`src/rtl/uart_pkg.sv`:
```
// uart_pkg: types and constants shared by the UART transmit and receive paths.
package uart_pkg;

  // Oversample ticks per data/start bit.
  localparam int OVERSAMPLE = 16;

  // Serializer states.
  typedef enum logic [1:0] {
    IDLE  = 2'd0,
    START = 2'd1,
    DATA  = 2'd2,
    STOP  = 2'd3
  } tx_state_t;

endpackage

```
`src/rtl/uart_tx.sv`:
```
// uart_tx: frame serializer. Pulls one byte from the FIFO head and emits
// start bit, DATA_WIDTH data bits (LSB first) and stop bit on a registered line.
module uart_tx
  import uart_pkg::*;
#(
  parameter int DATA_WIDTH = 8,
  parameter int STOP_TICKS = 16
) (
  input  logic                  clk,
  input  logic                  rst_n,
  input  logic                  tick_i,
  input  logic [DATA_WIDTH-1:0] head_i,
  input  logic                  not_empty_i,
  output logic                  rd_en_o,
  output logic                  tx_o,
  output logic                  busy_o
);

  // Tick counter must hold both the 16 ticks of a data bit and the stop length.
  localparam int TICK_MAX = (STOP_TICKS > OVERSAMPLE) ? STOP_TICKS : OVERSAMPLE;
  localparam int TCNT_W   = $clog2(TICK_MAX);
  localparam int BCNT_W   = (DATA_WIDTH > 1) ? $clog2(DATA_WIDTH) : 1;

  localparam logic [TCNT_W-1:0] BIT_LAST  = TCNT_W'(OVERSAMPLE - 1);
  localparam logic [TCNT_W-1:0] STOP_LAST = TCNT_W'(STOP_TICKS - 1);
  localparam logic [BCNT_W-1:0] DATA_LAST = BCNT_W'(DATA_WIDTH - 1);

  tx_state_t             state_q, state_d;
  logic [TCNT_W-1:0]     tcnt_q, tcnt_d;
  logic [BCNT_W-1:0]     bcnt_q, bcnt_d;
  logic [DATA_WIDTH-1:0] shift_q, shift_d;
  logic                  tx_q, tx_d;

  // Next-state logic; the line level is derived from the next state so it
  // changes on the same edge as the state transition.
  always_comb begin
    state_d = state_q;
    tcnt_d  = tcnt_q;
    bcnt_d  = bcnt_q;
    shift_d = shift_q;
    rd_en_o = 1'b0;
    tx_d    = 1'b1;

    case (state_q)
      IDLE: begin
        if (not_empty_i) begin
          shift_d = head_i;
          rd_en_o = 1'b1;
          tcnt_d  = '0;
          state_d = START;
        end
      end
      START: begin
        if (tick_i) begin
          if (tcnt_q == BIT_LAST) begin
            tcnt_d  = '0;
            bcnt_d  = '0;
            state_d = DATA;
          end else begin
            tcnt_d = tcnt_q + TCNT_W'(1);
          end
        end
      end
      DATA: begin
        if (tick_i) begin
          if (tcnt_q == BIT_LAST) begin
            tcnt_d  = '0;
            shift_d = shift_q >> 1;
            if (bcnt_q == DATA_LAST) begin
              state_d = STOP;
            end else begin
              bcnt_d = bcnt_q + BCNT_W'(1);
            end
          end else begin
            tcnt_d = tcnt_q + TCNT_W'(1);
          end
        end
      end
      STOP: begin
        if (tick_i) begin
          if (tcnt_q == STOP_LAST) begin
            tcnt_d  = '0;
            state_d = IDLE;
          end else begin
            tcnt_d = tcnt_q + TCNT_W'(1);
          end
        end
      end
      default: state_d = IDLE;
    endcase

    case (state_d)
      START:   tx_d = 1'b0;
      DATA:    tx_d = shift_d[0];
      default: tx_d = 1'b1;
    endcase
  end

  // Control state, counters and the line register; reset abandons any frame.
  always_ff @(posedge clk) begin
    if (!rst_n) begin
      state_q <= IDLE;
      tcnt_q  <= '0;
      bcnt_q  <= '0;
      tx_q    <= 1'b1;
    end else begin
      state_q <= state_d;
      tcnt_q  <= tcnt_d;
      bcnt_q  <= bcnt_d;
      tx_q    <= tx_d;
    end
  end

  // Shift register holds only data and is always reloaded before use.
  always_ff @(posedge clk) begin
    shift_q <= shift_d;
  end

  assign tx_o   = tx_q;
  assign busy_o = (state_q != IDLE);

endmodule

```
`src/rtl/uart_tx_module.sv`:
```
// uart_tx_module: UART transmit path = byte FIFO + oversample baud tick
// generator + frame serializer.
module uart_tx_module
  import uart_pkg::*;
#(
  parameter int DATA_WIDTH      = 8,
  parameter int FIFO_DEPTH      = 16,
  parameter int FIFO_ADDR_WIDTH = 4,
  parameter int BAUDCOUNT       = 78,
  parameter int STOP_TICKS      = 16
) (
  input  logic                  clk,
  input  logic                  rst_n,
  input  logic                  wr_en,
  input  logic [DATA_WIDTH-1:0] din,
  output logic                  tx_o,
  output logic                  tx_busy,
  output logic                  fifo_full,
  output logic                  fifo_empty
);

  localparam int CNT_W  = FIFO_ADDR_WIDTH + 1;
  localparam int BAUD_W = (BAUDCOUNT > 1) ? $clog2(BAUDCOUNT) : 1;

  localparam logic [CNT_W-1:0]  FULL_COUNT = CNT_W'(FIFO_DEPTH);
  localparam logic [BAUD_W-1:0] BAUD_LAST  = BAUD_W'(BAUDCOUNT - 1);

  logic [DATA_WIDTH-1:0]      mem_q [FIFO_DEPTH];
  logic [FIFO_ADDR_WIDTH-1:0] wptr_q, wptr_d;
  logic [FIFO_ADDR_WIDTH-1:0] rptr_q, rptr_d;
  logic [CNT_W-1:0]           count_q, count_d;
  logic [BAUD_W-1:0]          baud_q, baud_d;

  logic                  wr_acc;
  logic                  rd_en;
  logic                  rd_acc;
  logic                  tick;
  logic [DATA_WIDTH-1:0] head;

  // A write while full is dropped even if a pop happens in the same cycle.
  assign fifo_full  = (count_q == FULL_COUNT);
  assign fifo_empty = (count_q == '0);
  assign wr_acc     = wr_en && !fifo_full;
  assign rd_acc     = rd_en && !fifo_empty;
  assign head       = mem_q[rptr_q];

  // Baud counter is parked at 0 while idle so the start bit begins a full tick period.
  assign tick = (baud_q == BAUD_LAST);

  // FIFO pointer/count and baud counter next-state.
  always_comb begin
    wptr_d  = wptr_q;
    rptr_d  = rptr_q;
    count_d = count_q;
    baud_d  = '0;

    if (wr_acc) begin
      wptr_d = wptr_q + FIFO_ADDR_WIDTH'(1);
    end
    if (rd_acc) begin
      rptr_d = rptr_q + FIFO_ADDR_WIDTH'(1);
    end
    case ({wr_acc, rd_acc})
      2'b10:   count_d = count_q + CNT_W'(1);
      2'b01:   count_d = count_q - CNT_W'(1);
      default: count_d = count_q;
    endcase

    if (tx_busy && !tick) begin
      baud_d = baud_q + BAUD_W'(1);
    end
  end

  // Control registers: reset flushes the FIFO and parks the baud counter.
  always_ff @(posedge clk) begin
    if (!rst_n) begin
      wptr_q  <= '0;
      rptr_q  <= '0;
      count_q <= '0;
      baud_q  <= '0;
    end else begin
      wptr_q  <= wptr_d;
      rptr_q  <= rptr_d;
      count_q <= count_d;
      baud_q  <= baud_d;
    end
  end

  // FIFO storage; contents are meaningless once the pointers are reset.
  always_ff @(posedge clk) begin
    if (wr_acc) begin
      mem_q[wptr_q] <= din;
    end
  end

  uart_tx #(
    .DATA_WIDTH (DATA_WIDTH),
    .STOP_TICKS (STOP_TICKS)
  ) u_tx (
    .clk         (clk),
    .rst_n       (rst_n),
    .tick_i      (tick),
    .head_i      (head),
    .not_empty_i (!fifo_empty),
    .rd_en_o     (rd_en),
    .tx_o        (tx_o),
    .busy_o      (tx_busy)
  );

endmodule

```
`config.mk`:
```
export PLATFORM = sky130hd
export DESIGN_NAME = uart_tx_module
export DESIGN_NICKNAME = d
export VERILOG_FILES = /design/src/rtl/uart_pkg.sv /design/src/rtl/uart_tx.sv /design/src/rtl/uart_tx_module.sv
export SDC_FILE = /design/constraint.sdc
export NUM_CORES = 1
export LEC_CHECK = 0
export ABC_AREA = 1
export CAP_MARGIN = 0
export CORE_MARGIN = 3
export CORE_UTILIZATION = 30
export CTS_CLUSTER_DIAMETER = 40
export DETAILED_ROUTE_END_ITERATION = 6
export PLACE_DENSITY_LB_ADDON = 0.08
export SLEW_MARGIN = 20
export SYNTH_ARGS = -nofsm -noshare
export SYNTH_HDL_FRONTEND = slang
export SYNTH_SLANG_ARGS = --single-unit
```
`constraint.sdc`:
```
create_clock -name clk -period 3.6 [get_ports clk]
set_input_delay 0.36 -clock clk [delete_from_list [all_inputs] [get_ports clk]]
set_output_delay 0.36 -clock clk [all_outputs]
set_load 0.02 [all_outputs]
```
==> out/qor.csv <==
metric,value,unit
outcome,"finished, final reports clean",
rsz0062_at_grt,no,
worstHoldStart,baud_q[0],
synthesis.nets,667,
syn-mean-instance-area,11.1,µm²
power,5.77,mW
dr.pass1.iters,7,
worst-path-buf-inv,2,
netlist_area,0.00712,mm²
maxCapViolations,0,
fin_tns_setup,0,ns
path_cells,"nor2_1, nand2_2, inv_1, ha_1, xor2_1, ha_1, inv_1, nand2_1, nand2_1, nand2_1, nand3_1, nand2_1, nor2_1",
hold-path-endpoint,baud_q[0],
combPwrFrac,27.6,%
fin_crit_sh,70.4,%
insertion_delay,0.42,ns
yosys.cell_types.count,37,
rr_worst_depth,13,
layout_common_cells,"edfxtp_1 (135), nor2_1 (108), o21ai_0 (68)",
leakage,2.90,nW
synth_cells,644,
slew_headroom,34.8,%
regArea,0.00476,mm²
fin_util,35.6,%
synth-seq-cells,170,
cpMostUsedCell,nand2_1,
area_delta_synth_final,14.8,%
hold_viol,0,
path_clk_slew,0.07,ns
die_w,160,µm
fmax,394,MHz
num_vias,4680,
post_cts_resized,0,
numCtsBuffers,17,
grt_pass1_vias,4740,
cp-start-kind,register,
ant_nets,0,
skew,0.00913,ns
regToRegStartpoint,u_tx.state_q[0],
fillers,2292,
grt_overflow_total,0,
antenna_cells,0,
end_kind,register,
drt_wl_total,17.2,mm
via_per_inst,4.75,
finalSetupViolCount,0,
hpwl,11.0,mm
multi_input_area,0.00203,mm²
antenna_found_initial,0,
drv_slew,0,
nets,682,
clock_path_buffers,2,
ctsHoldBuffers,0,
cpMaxStageDelayCell,inv_1,
cpPeakStageDelay,0.39,ns
crit_fanout,14,
reg2reg_to,count_q[4],
grt_pass1_wl,27.1,mm
htree_levels,4,
cpLargestDelayFamily,simple AND/OR/NAND/NOR gates,
holdPathStages,1,
layout_min_cycle_time,2.54,ns
r2r_slack,1.06,ns
grt_max_degree,79,
rows,55,
p_int,3.81,mW
gp_congestion,0.772,
peakVddDrop,0.000430,V
power_density,706,mW/mm²
io_buffers,14,
cts-root-buf,clkbuf_16,
grtUsageTotal,13.9,%
p_seq_share,41.3,%
hp-class,reg -> reg,
final_common_cell,edfxtp_1,
die_h,160,µm
yosysSeqAreaShare,66.7,%
yosys_warnings,0,
io_pins,15,
critPathArrivalTime,2.85,ns
cts.sinks,170,
drc,0,
crit_required,3.91,ns
drive_gt1_share,8.04,%
whs,0.461,ns
sw_frac_of_total,34.0,%
cts_tree,built,
p_clk_share,31.1,%
avgRoutedWirePerCell,17.5,µm
dieArea,0.0256,mm²
drtIter0Drc,405,
post-cts-setup-buffer-count,0,
worstMarginPinSlew,0.977,ns
core_area,0.0230,mm²
timing_worst_setup_path_type,reg -> reg,
start_util,31.0,%
p_sw,1.96,mW
[power groups by stage]
stage	Combinational, mW	Sequential (mW)	Clock (mW)
2_1_floorplan	1.11	2.41	0
3_3_place_gp	1.63	2.42	0
3_5_place_dp	1.63	2.43	0
4_1_cts	1.63	2.38	1.84
5_1_grt	1.82	2.40	1.92
6_report	1.60	2.38	1.79
[worst max path at each step]
| stage | start | to | slack (ns) | cells past startpoint |
|---|---|---|---|---|
| after global routing | u_tx.state_q[0] | count_q[4] | 0.74 | 13 |
| after detailed placement | u_tx.state_q[0] | count_q[4] | 1.03 | 13 |
| final | u_tx.state_q[0] | count_q[4] | 1.06 | 13 |
| after floorplan | u_tx.state_q[0] | count_q[4] | 1.49 | 14 |
| after CTS | u_tx.state_q[0] | count_q[4] | 1.01 | 13 |
| after global placement | wr_en | mem_q[7][6] | 1.10 | 5 |
[routing by layer]
layer | vias up | share of wire [%] | GRT usage (%)
li1 | 2292 | - | -
met1 | 2300 | 50 | 19.5
met2 | 70 | 45 | 21.6
met3 | 18 | 3.5 | 3.27
met4 | 0 | 1.7 | 4.14
met5 | - | 0 | 0
[cell families (layout without fill, tap and decap cells)]
group | Yosys count | count (layout) | synth area share (%)
simple gates | 231 | 231 | 14.0
flops | 170 | 170 | 66.7
compound gates | 140 | 140 | 11.7
buf+inv | 86 | 114 | 4.79
fa+ha+maj | 12 | 12 | 2.11
xor+xnor | 4 | 4 | 0.492
mux | 1 | 1 | 0.141
[state kept, by name, indices dropped and copies added (netlist names), named ones only]
register and count:
baud_q 7, count_q 5, u_tx.state_q 2, wptr_q 4
mem_q 128, u_tx.bcnt_q 3, u_tx.tx_o 1, u_tx.shift_q 8
u_tx.tcnt_q 4, rptr_q 4
[cells in the mapped netlist]
master     instances  area, µm²
edfxtp_1         135       4050
nor2_1           108        405
o21ai_0           68        340
nand2_1           66        248
inv_1             57        214
nand3_1           36        180
dfxtp_1           35        701
a21oi_1           25        125
o211ai_1          24        180
clkbuf_1          14       52.6
ha_1              12        150
buf_2              9       45.0
o221ai_1           9       78.8
nor3_1             5       25.0
xor2_1             4       35.0
a22o_2             3       30.0
nand2_2            3       18.8
o21ai_1            3       15.0
o22ai_1            3       18.8
buf_1              2       7.51
buf_4              2       15.0
inv_2              2       7.51
nand4_1            2       12.5
nor3b_1            2       15.0
nor4_1             2       12.5
or2_0              2       12.5
a22o_1             1       8.76
a31oi_1            1       6.26
mux2i_1            1       10.0
nand3_4            1       17.5
nor2_2             1       6.26
nor2_8             1       20.0
nor3_4             1       16.3
o2111ai_1          1       8.76
o21ai_2            1       8.76
o21ai_4            1       16.3
or2_2              1       6.26
[layout make-up]
class                   instances  area share (%)
inverters                      59            2.71
flip-flops and latches        170            58.1
repair buffers                 23            2.54
multi-input cells             388            24.8
clock inverters                15            1.82
well taps                     313            4.79
clock buffers                  17            5.20
[per-stage QoR]
| stage | cells | cell area (µm²) | setup slack [ns] |
|---|---|---|---|
| after global placement | 953 | 7600 | 1.10 |
| after detailed placement | 953 | 7600 | 1.03 |
| after global routing | 985 | 8180 | 0.741 |
| after floorplan | 644 | 7120 | 1.49 |
| after CTS | 985 | 8180 | 1.01 |
| final | 985 | 8180 | 1.06 |
Power figures use the tool's default switching activity.
